`src/rtl/dcache_ctrl_fsm.sv`:
```
// Data-cache controller FSM: multi-beat write-back / fill over a req/ack
// memory handshake, selectable write-allocate policy, and saturating
// hit/miss performance counters.
module dcache_ctrl_fsm #(
  parameter int WORDS_PER_LINE = 4,
  parameter bit WRITE_ALLOC    = 1'b1,
  parameter int CNT_W          = 16,
  localparam int BW = (WORDS_PER_LINE > 1) ? $clog2(WORDS_PER_LINE) : 1
) (
  input  logic             CLK,
  input  logic             RST,
  input  logic             cpu_rd,
  input  logic             cpu_wr,
  input  logic             hit,
  input  logic             dirty,
  input  logic             mem_ack,
  output logic             mem_req,
  output logic             mem_we,
  output logic             wb_sel,
  output logic [BW-1:0]    beat_idx,
  output logic             fill_we,
  output logic             fill_done,
  output logic             stall,
  output logic [CNT_W-1:0] hit_cnt,
  output logic [CNT_W-1:0] miss_cnt
);

  typedef enum logic [2:0] {
    S_IDLE, S_WB, S_ALLOC, S_MEMWR, S_DONE
  } state_t;

  localparam logic [BW-1:0] LAST_BEAT = BW'(WORDS_PER_LINE - 1);

  state_t           r_state, w_nxt;
  logic [BW-1:0]    r_cnt, w_cnt_nxt;
  logic             r_replay;
  logic [CNT_W-1:0] r_hit_cnt, r_miss_cnt;

  logic w_req, w_last, w_idle, w_hit_inc, w_miss_inc, w_replay_nxt;
  logic w_mem_req, w_mem_we, w_wb_sel, w_fill_we, w_fill_done, w_stall;
  logic [BW-1:0] w_beat;

  // A simultaneous rd+wr is a read, so only a pure store is a "write".
  assign w_req      = cpu_rd | cpu_wr;
  assign w_last     = (r_cnt == LAST_BEAT);
  assign w_idle     = (r_state == S_IDLE);
  assign w_miss_inc = w_idle & w_req & ~hit;
  // The replay cycle after a fill re-presents the missed access; don't count it twice.
  assign w_hit_inc  = w_idle & w_req & hit & ~r_replay;
  assign w_replay_nxt = (r_state == S_ALLOC) & mem_ack & w_last;

  // Next-state, beat counter and combinational outputs.
  always_comb begin
    w_nxt       = r_state;
    w_cnt_nxt   = r_cnt;
    w_mem_req   = 1'b0;
    w_mem_we    = 1'b0;
    w_wb_sel    = 1'b0;
    w_fill_we   = 1'b0;
    w_fill_done = 1'b0;
    w_stall     = 1'b0;
    w_beat      = '0;
    case (r_state)
      S_IDLE: begin
        w_stall = w_req & ~hit;
        if (w_req && !hit) begin
          if (cpu_wr && !cpu_rd && !WRITE_ALLOC) w_nxt = S_MEMWR;
          else if (dirty)                        w_nxt = S_WB;
          else                                   w_nxt = S_ALLOC;
        end
      end
      S_WB: begin
        w_stall   = 1'b1;
        w_mem_req = 1'b1;
        w_mem_we  = 1'b1;
        w_wb_sel  = 1'b1;
        w_beat    = r_cnt;
        if (mem_ack) begin
          w_cnt_nxt = w_last ? '0 : r_cnt + 1'b1;
          if (w_last) w_nxt = S_ALLOC;
        end
      end
      S_ALLOC: begin
        w_stall   = 1'b1;
        w_mem_req = 1'b1;
        w_fill_we = mem_ack;
        w_beat    = r_cnt;
        if (mem_ack) begin
          w_cnt_nxt = w_last ? '0 : r_cnt + 1'b1;
          if (w_last) begin
            w_fill_done = 1'b1;
            w_nxt       = S_IDLE;
          end
        end
      end
      S_MEMWR: begin
        w_stall   = 1'b1;
        w_mem_req = 1'b1;
        w_mem_we  = 1'b1;
        if (mem_ack) w_nxt = S_DONE;
      end
      S_DONE:  w_nxt = S_IDLE;
      default: w_nxt = S_IDLE;
    endcase
  end

  // State, beat counter and replay flag registers.
  always_ff @(posedge CLK) begin
    if (RST) begin
      r_state  <= S_IDLE;
      r_cnt    <= '0;
      r_replay <= 1'b0;
    end else begin
      r_state  <= w_nxt;
      r_cnt    <= w_cnt_nxt;
      r_replay <= w_replay_nxt;
    end
  end

  // Saturating performance counters.
  always_ff @(posedge CLK) begin
    if (RST) begin
      r_hit_cnt  <= '0;
      r_miss_cnt <= '0;
    end else begin
      if (w_hit_inc && (r_hit_cnt != {CNT_W{1'b1}}))   r_hit_cnt  <= r_hit_cnt + 1'b1;
      if (w_miss_inc && (r_miss_cnt != {CNT_W{1'b1}})) r_miss_cnt <= r_miss_cnt + 1'b1;
    end
  end

  // Every output reads zero while reset is held, including mid-burst.
  assign mem_req   = w_mem_req   & ~RST;
  assign mem_we    = w_mem_we    & ~RST;
  assign wb_sel    = w_wb_sel    & ~RST;
  assign fill_we   = w_fill_we   & ~RST;
  assign fill_done = w_fill_done & ~RST;
  assign stall     = w_stall     & ~RST;
  assign beat_idx  = RST ? '0 : w_beat;
  assign hit_cnt   = RST ? '0 : r_hit_cnt;
  assign miss_cnt  = RST ? '0 : r_miss_cnt;

endmodule
```
`config.mk`:
```
export PLATFORM = sky130hd
export DESIGN_NAME = dcache_ctrl_fsm
export DESIGN_NICKNAME = d
export VERILOG_FILES = /design/src/rtl/dcache_ctrl_fsm.sv
export SDC_FILE = /design/constraint.sdc
export NUM_CORES = 1
export LEC_CHECK = 0
export ABC_CLOCK_PERIOD_IN_PS = 2200
export BUFFER_PORTS_ARGS = -buffer_cell sky130_fd_sc_hd__buf_2
export CAP_MARGIN = 15
export CORE_MARGIN = 2
export CORE_UTILIZATION = 40
export CTS_CLUSTER_SIZE = 10
export DETAILED_ROUTE_END_ITERATION = 10
export HOLD_SLACK_MARGIN = 0.08
export PLACE_DENSITY = 0.63
export SLEW_MARGIN = 20
export SYNTH_ARGS = -nofsm -noshare
export SYNTH_HDL_FRONTEND = slang
export SYNTH_SLANG_ARGS = --single-unit
export TNS_END_PERCENT = 100
```
`constraint.sdc`:
```
create_clock -name CLK -period 2.2 [get_ports CLK]
set_input_delay 0.55 -clock CLK [delete_from_list [all_inputs] [get_ports CLK]]
set_output_delay 0.55 -clock CLK [all_outputs]
set_load 0.005 [all_outputs]
```
==> results of run 1 <==
==> cells by family (layout without fill, tap and decap cells) <==
| kind of cell | count (synthesis) | in the layout |
|---|---|---|
| flip-flops | 38 | 38 |
| buffers and inverters | 14 | 65 |
| XOR/XNOR | 16 | 16 |
| AND/OR/NAND/NOR | 156 | 156 |
| multiplexers | 6 | 6 |
| AO/OA/AOI/OAI | 30 | 30 |
| adder cells (fa/ha/maj) | 4 | 4 |
==> sequential cells by signal (all words and copies together), names as in the netlist <==
register,cells
r_cnt,2
r_hit_cnt,16
r_miss_cnt,16
r_replay,1
r_state,3
==> final cells by class <==
type,instances,area [sq um],area share (%)
Clock buffer,6,82.58,3.184
Inverter,4,15.01,0.5789
Multi-Input combinational cell,212,1338,51.57
Sequential cell,38,760.7,29.33
Tap cell,70,87.58,3.377
Timing Repair Buffer,55,310.3,11.96
==> report_power, final <==
part	leakage (nW)	internal, mW	switching (mW)	total [mW]
Sequential	0.307	0.701	0.0196	0.721
Clock	0.0431	0.242	0.229	0.470
Combinational	0.681	0.0607	0.0758	0.136
Total	1.03	1.00	0.324	1.33
==> worst max-delay path by stage <==
stage | startpoint | end | slack (ns)
3_3_place_gp | r_hit_cnt[0]$_SDFFE_PP0P_ | r_hit_cnt[3]$_SDFFE_PP0P_ | 0.27
4_1_cts | r_state[1]$_SDFFE_PP0P_ | beat_idx[0] | 0.23
5_1_grt | r_state[2]$_SDFFE_PP0P_ | fill_done | 0.14
2_1_floorplan | r_hit_cnt[0]$_SDFFE_PP0P_ | r_hit_cnt[3]$_SDFFE_PP0P_ | 0.38
3_5_place_dp | r_hit_cnt[0]$_SDFFE_PP0P_ | r_hit_cnt[3]$_SDFFE_PP0P_ | 0.25
6_report | r_state[2]$_SDFFE_PP0P_ | fill_done | 0.24
==> per-stage QoR <==
| step | util, % | worst slack [ns] |
|---|---|---|
| global placement | 48.55 | 0.2714 |
| global route | 50.15 | 0.1355 |
| detailed placement | 48.55 | 0.2456 |
| finish | 50.15 | 0.2433 |
| floorplan | - | 0.3765 |
| CTS | 50.15 | 0.2349 |
==> critical path, cell delays in order, from the launching register on <==
cell and delay, ns:
dfxtp_1 0.39, nor2_1 0.23, nand3_1 0.11, nor2_1 0.16
and2_1 0.14, buf_2 0.10
==> cells in the mapped netlist, drive strengths merged <==
master / n / area [sq um]
and2: 4 / 25.02
o31ai: 2 / 15.01
nor4: 7 / 43.79
nand3b: 1 / 7.510
buf: 3 / 22.52
mux2: 4 / 48.79
nor2b: 31 / 193.9
mux2i: 2 / 20.02
or2: 1 / 6.260
o2111a: 1 / 20.02
o21ba: 1 / 10.01
dfxtp: 38 / 760.7
o31a: 1 / 8.760
ha: 3 / 37.54
or3: 3 / 18.77
xnor2: 14 / 122.6
nand3: 8 / 40.04
nand4: 11 / 75.07
and4: 3 / 26.28
o21ai: 10 / 61.31
and3: 4 / 25.02
inv: 4 / 15.01
a21oi: 8 / 40.04
nor3b: 2 / 15.01
nand2: 24 / 90.09
nor2: 35 / 133.9
clkbuf: 7 / 26.28
o211ai: 1 / 7.510
xor2: 2 / 17.52
a221oi: 1 / 8.760
o41ai: 2 / 17.52
o311ai: 1 / 26.28
o2111ai: 2 / 17.52
maj3: 1 / 10.01
nand2b: 2 / 12.51
or4: 6 / 48.80
nor3: 14 / 86.34
==> layer usage <==
metal	up-vias	track usage [%]
met4	0	6.786
li1	1034	-
met3	6	3.837
met5	-	0
met1	929	20.65
met2	38	25.65
==> out/qor.yml, run 1 <==
clock_network:
  cts_buffers: 5
  ctsHoldBuffers: 0
  clkLatencyLatePin_ns: 0.28
  path_clk_slew_ns: 0.07
  cts-root-buf: "clkbuf_8"
  cts_sinks: 38
  post-cts-setup-buffers: 0
  cts_tree: "yes"
  post_cts_resized: 0
  h-tree-depth: 2
  clockBufferDepth: 2
global_route:
  first_global_vias: 1720
  grt_max_degree: 49
  grt_overflow_total: 0
  antenna_found_initial: 0
  grt_use_total_pct: 16.04
  grt_pass1_wl_um: 7859
synthesis:
  yosys.area_share.xor_xnor_pct: 6.481
  syn_avg_cell_area_sq_um: 8.190
  synth_top_family_by_area: "simple AND/OR/NAND/NOR gates"
  synth.distinct_cells: 46
  synth_seq_cells: 38
  postSynthCellCount: 264
  muxShareOfSynthArea_pct: 3.183
  synthAdderAreaFrac_pct: 2.199
  synth_seq_area_share_pct: 35.19
  synth_compound_area_share_pct: 10.76
  synthesis.area_sq_um: 2162
  synthSimpleGateAreaFrac_pct: 39.24
  ys_warn_count: 0
  synth_fp_nets: 274
sta:
  fin_crit_ns: 1.957
  hold_ws_ns: 0.5170
  tns_ns: 0
  slew_viol_final: 0
  finClkSkew_ns: 0.005028
  rsz0062_at_grt: "no"
  clock.fmax_ghz: 0.5111
  tightest_slew_ns: 0.5196
  relSlewSlack_pct: 65.36
  setup_violations: 0
  hold_viol: 0
  fin_crit_sh_pct: 88.94
die:
  die_area_sq_um: 6009
  fp.dieH_um: 77.52
  initial_utilization_pct: 41.80
  io_pins: 47
  row_count: 26
  core_area_sq_um: 5172
  fp.dieW_um: 77.52
placed_design:
  dp_hpwl_um: 3576
  placed_area_sq_um: 2511
  place.gp.congestion: 0.8199
  placed_cells: 379
  io_buffers: 46
route:
  drc: 0
  highest_layer: "met4"
  wl_met3_um: 160
  wirelength_um: 4780
  dr.first_iter.drc_count: 150
  drt_pre_antenna_iters: 4
  viasPerCell: 5.213
  vias: 2007
  met1_length_um: 2351
  wl_per_cell_um: 12.42
  ant_nets: 0
  route.met2.wl_um: 2213
finish:
  final_common_cell: "buf_2"
  final_layout_size_suffix_gt1_share_pct: 23.81
  nFillCells: 516
  layout.cells.non_filler: 385
  fin_area_sq_um: 2594
  final_cell_mix: "buf_2 (46), dfxtp_1 (38), nor2_1 (34), nor2b_1 (31), nand2_1 (24)"
  nNetsFinal: 326
  area_growth_syn_to_layout_pct: 19.97
  antenna_cells: 0
status:
  status: "completed"
pwr:
  p_per_area_nw_per_um2: 511.9
  vdd_drop_max_mv: 0.3760
  power.total_mw: 1.328
  p_leak_nw: 1.031
worst_setup_path:
  critical_path.startpoint_type: "flop"
  worstSetupPathType: "reg2out"
  cp_max_fo: 7
  crit_arrival_ns: 1.41
  crit_required_ns: 1.65
  endpoint_kind: "output pin"
  worst_r2r_startpoint: "r_hit_cnt[0]$_SDFFE_PP0P_"
  ff2ff_path_depth: 6
  regToRegSetupSlack_ns: 0.25
  r2r-end: "r_hit_cnt[3]$_SDFFE_PP0P_"
flow_run:
  drv_cap: 0
worst_hold_path:
  hold_end: "r_miss_cnt[14]$_SDFFE_PP0P_"
  holdPathStages: 2
  hold_path.class: "reg2reg"
  min-delay-start: "r_miss_cnt[14]$_SDFFE_PP0P_"
No activity file was read; power rests on OpenSTA's default activity.
==> inputs of run 2 (changes only) <==
Settings changed: CORE_UTILIZATION 40 to 35, PLACE_DENSITY 0.63 to unset.
==> run 2 against run 1 <==
Clock power is 27% higher. Worst setup slack worse by 0.038 ns. Register-to-register slack got worse by 0.04 ns. Critical path type is now reg2reg. Power increased by 9.7%.
==> out/qor.yml, run 2 (same netlist as run 1, synthesis figures left out) <==
status:
  status: "completed"
sta:
  fin_crit_ns: 1.995  # +0.03814 ns
  setup_violations: 0  # unchanged
  tightest_slew_ns: 0.5232  # +0.003636 ns
  finClkSkew_ns: 0.001781  # -0.003248 ns
  fin_crit_sh_pct: 90.67  # +1.7 points
  relSlewSlack_pct: 65.12  # -0.24 points
  tns_ns: 0  # unchanged
  slew_viol_final: 0  # unchanged
  clock.fmax_ghz: 0.5013  # -1.9%
  hold_viol: 0  # unchanged
  rsz0062_at_grt: "no"
clock_network:
  post-cts-setup-buffers: 0  # unchanged
  cts_buffers: 5  # unchanged
  cts_sinks: 38  # unchanged
  post_cts_resized: 0  # unchanged
  h-tree-depth: 2  # unchanged
  cts-root-buf: "clkbuf_8"
  cts_tree: "yes"
  clockBufferDepth: 2  # unchanged
  ctsHoldBuffers: 0  # unchanged
  clkLatencyLatePin_ns: 0.29  # about the same
  path_clk_slew_ns: 0.08  # about the same
global_route:
  grt_pass1_wl_um: 7659  # -2.5%
  grt_overflow_total: 0  # unchanged
  grt_max_degree: 54  # +10%
  grt_use_total_pct: 14.55  # -1.5 points
  first_global_vias: 1729  # +0.52%
  antenna_found_initial: 0  # unchanged
placed_design:
  dp_hpwl_um: 3467  # -3.0%
  io_buffers: 46  # unchanged
  place.gp.congestion: 0.8013  # -2.3%
flow_run:
  drv_cap: 0  # unchanged
finish:
  final_layout_size_suffix_gt1_share_pct: 23.57  # -0.24 points
  fin_util_pct: 43.93  # -6.2 points
  reg_top3: "r_hit_cnt (16), r_miss_cnt (16), r_state (3)"
  final_common_cell: "buf_2"
  nNetsFinal: 323  # -0.92%
  antenna_cells: 0  # unchanged
  final_cell_mix: "buf_2 (46), dfxtp_1 (38), nor2_1 (34), nor2b_1 (31), nand2_1 (24)"
  area_growth_syn_to_layout_pct: 21.01
route:
  drc: 0  # unchanged
  wl_per_cell_um: 12.08  # -2.7%
  dr.first_iter.drc_count: 73  # -51%
  drt_pre_antenna_iters: 4  # unchanged
  viasPerCell: 5.095  # -2.3%
  ant_nets: 0  # unchanged
  vias: 1982  # -1.2%
  wirelength_um: 4698  # -1.7%
worst_hold_path:
  hold_path.class: "reg2reg"
  hold_end: "r_miss_cnt[10]$_SDFFE_PP0P_"
  min-delay-start: "r_miss_cnt[10]$_SDFFE_PP0P_"
  holdPathStages: 1  # -1
pwr:
  vdd_drop_max_mv: 0.2571  # -32%
  p_leak_nw: 1.035  # +0.35%
  p_per_area_nw_per_um2: 556.7  # +8.8%
worst_setup_path:
  crit_required_ns: 2.39  # +0.74 ns
  critical_path.startpoint_type: "flop"
  endpoint_kind: "flop"
  worstSetupPathType: "reg2reg"
  r2r-end: "r_hit_cnt[3]$_SDFFE_PP0P_"
  ff2ff_path_depth: 6  # unchanged
  regToRegSetupSlack_ns: 0.21  # -0.04 ns
  cp_max_fo: 6  # -1
  crit_arrival_ns: 2.18  # +0.77 ns
  worst_r2r_startpoint: "r_hit_cnt[0]$_SDFFE_PP0P_"
die:
  die_area_sq_um: 6822  # +14%
  fp.dieW_um: 82.60  # +6.5%
  fp.dieH_um: 82.60  # +6.5%
  initial_utilization_pct: 36.30  # -5.5 points
  row_count: 28  # +7.7%
  core_area_sq_um: 5956  # +15%
  io_pins: 47  # unchanged
[run 2: cell count changes in the layout (fill, tap and decap cells not counted)]
cell and delta:
clkbuf_8 -1, clkinv_2 +2, buf_12 +1, bufinv_16 +1
buf_4 -4
[run 2: per-layer routing]
layer	global-route usage, %	wire length, um
met1	18.94	2370
met2	23.06	2092
met3	3.913	164
met4	5.246	71
met5	0	0
[run 2: area by class of cell]
class	count	area, sq um
Clock inverter	3	40.04
Tap cell	75	93.84
Sequential cell	38	760.7
Timing Repair Buffer	52	300.3
Inverter	4	15.01
Clock buffer	5	68.82
Fill cell	627	3339
Multi-Input combinational cell	212	1338
[run 2: power by group]
part	internal, mW	switching (mW)
logic	0.0621	0.0775
clock network	0.334	0.262
registers	0.701	0.0205
[run 2: critical path, stage by stage (launching register included)]
cell and delay (ns):
dfxtp_1 0.40, ha_1 0.22, nand3_1 0.19, or4_4 0.51, o21ai_4 0.22, nor3_2 0.07
mux2_4 0.29
[run 2: worst max-delay path by stage]
stage	endpoint	depth (start not counted)	from
global placement	r_hit_cnt[3]$_SDFFE_PP0P_	6	r_hit_cnt[0]$_SDFFE_PP0P_
finish	r_hit_cnt[3]$_SDFFE_PP0P_	6	r_hit_cnt[0]$_SDFFE_PP0P_
floorplan	r_hit_cnt[3]$_SDFFE_PP0P_	6	r_hit_cnt[0]$_SDFFE_PP0P_
detailed placement	r_hit_cnt[3]$_SDFFE_PP0P_	6	r_hit_cnt[0]$_SDFFE_PP0P_
CTS	r_hit_cnt[3]$_SDFFE_PP0P_	6	r_hit_cnt[0]$_SDFFE_PP0P_
global route	beat_idx[1]	4	r_state[1]$_SDFFE_PP0P_
[run 2: through the flow]
| step | total power, mW | setup WS (ns) | hold slack (ns) | cells | area (sq um) |
|---|---|---|---|---|---|
| 2_1_floorplan | 0.8313 | 0.3765 | 0.4607 | 264 | 2162 |
| 3_3_place_gp | 0.8763 | 0.2244 | 0.4923 | 381 | 2507 |
| 3_5_place_dp | 0.8780 | 0.2292 | 0.4976 | 381 | 2507 |
| 4_1_cts | 1.472 | 0.2113 | 0.5154 | 389 | 2616 |
| 5_1_grt | 1.518 | 0.1068 | 0.5405 | 389 | 2616 |
| 6_report | 1.457 | 0.2052 | 0.5185 | 389 | 2616 |
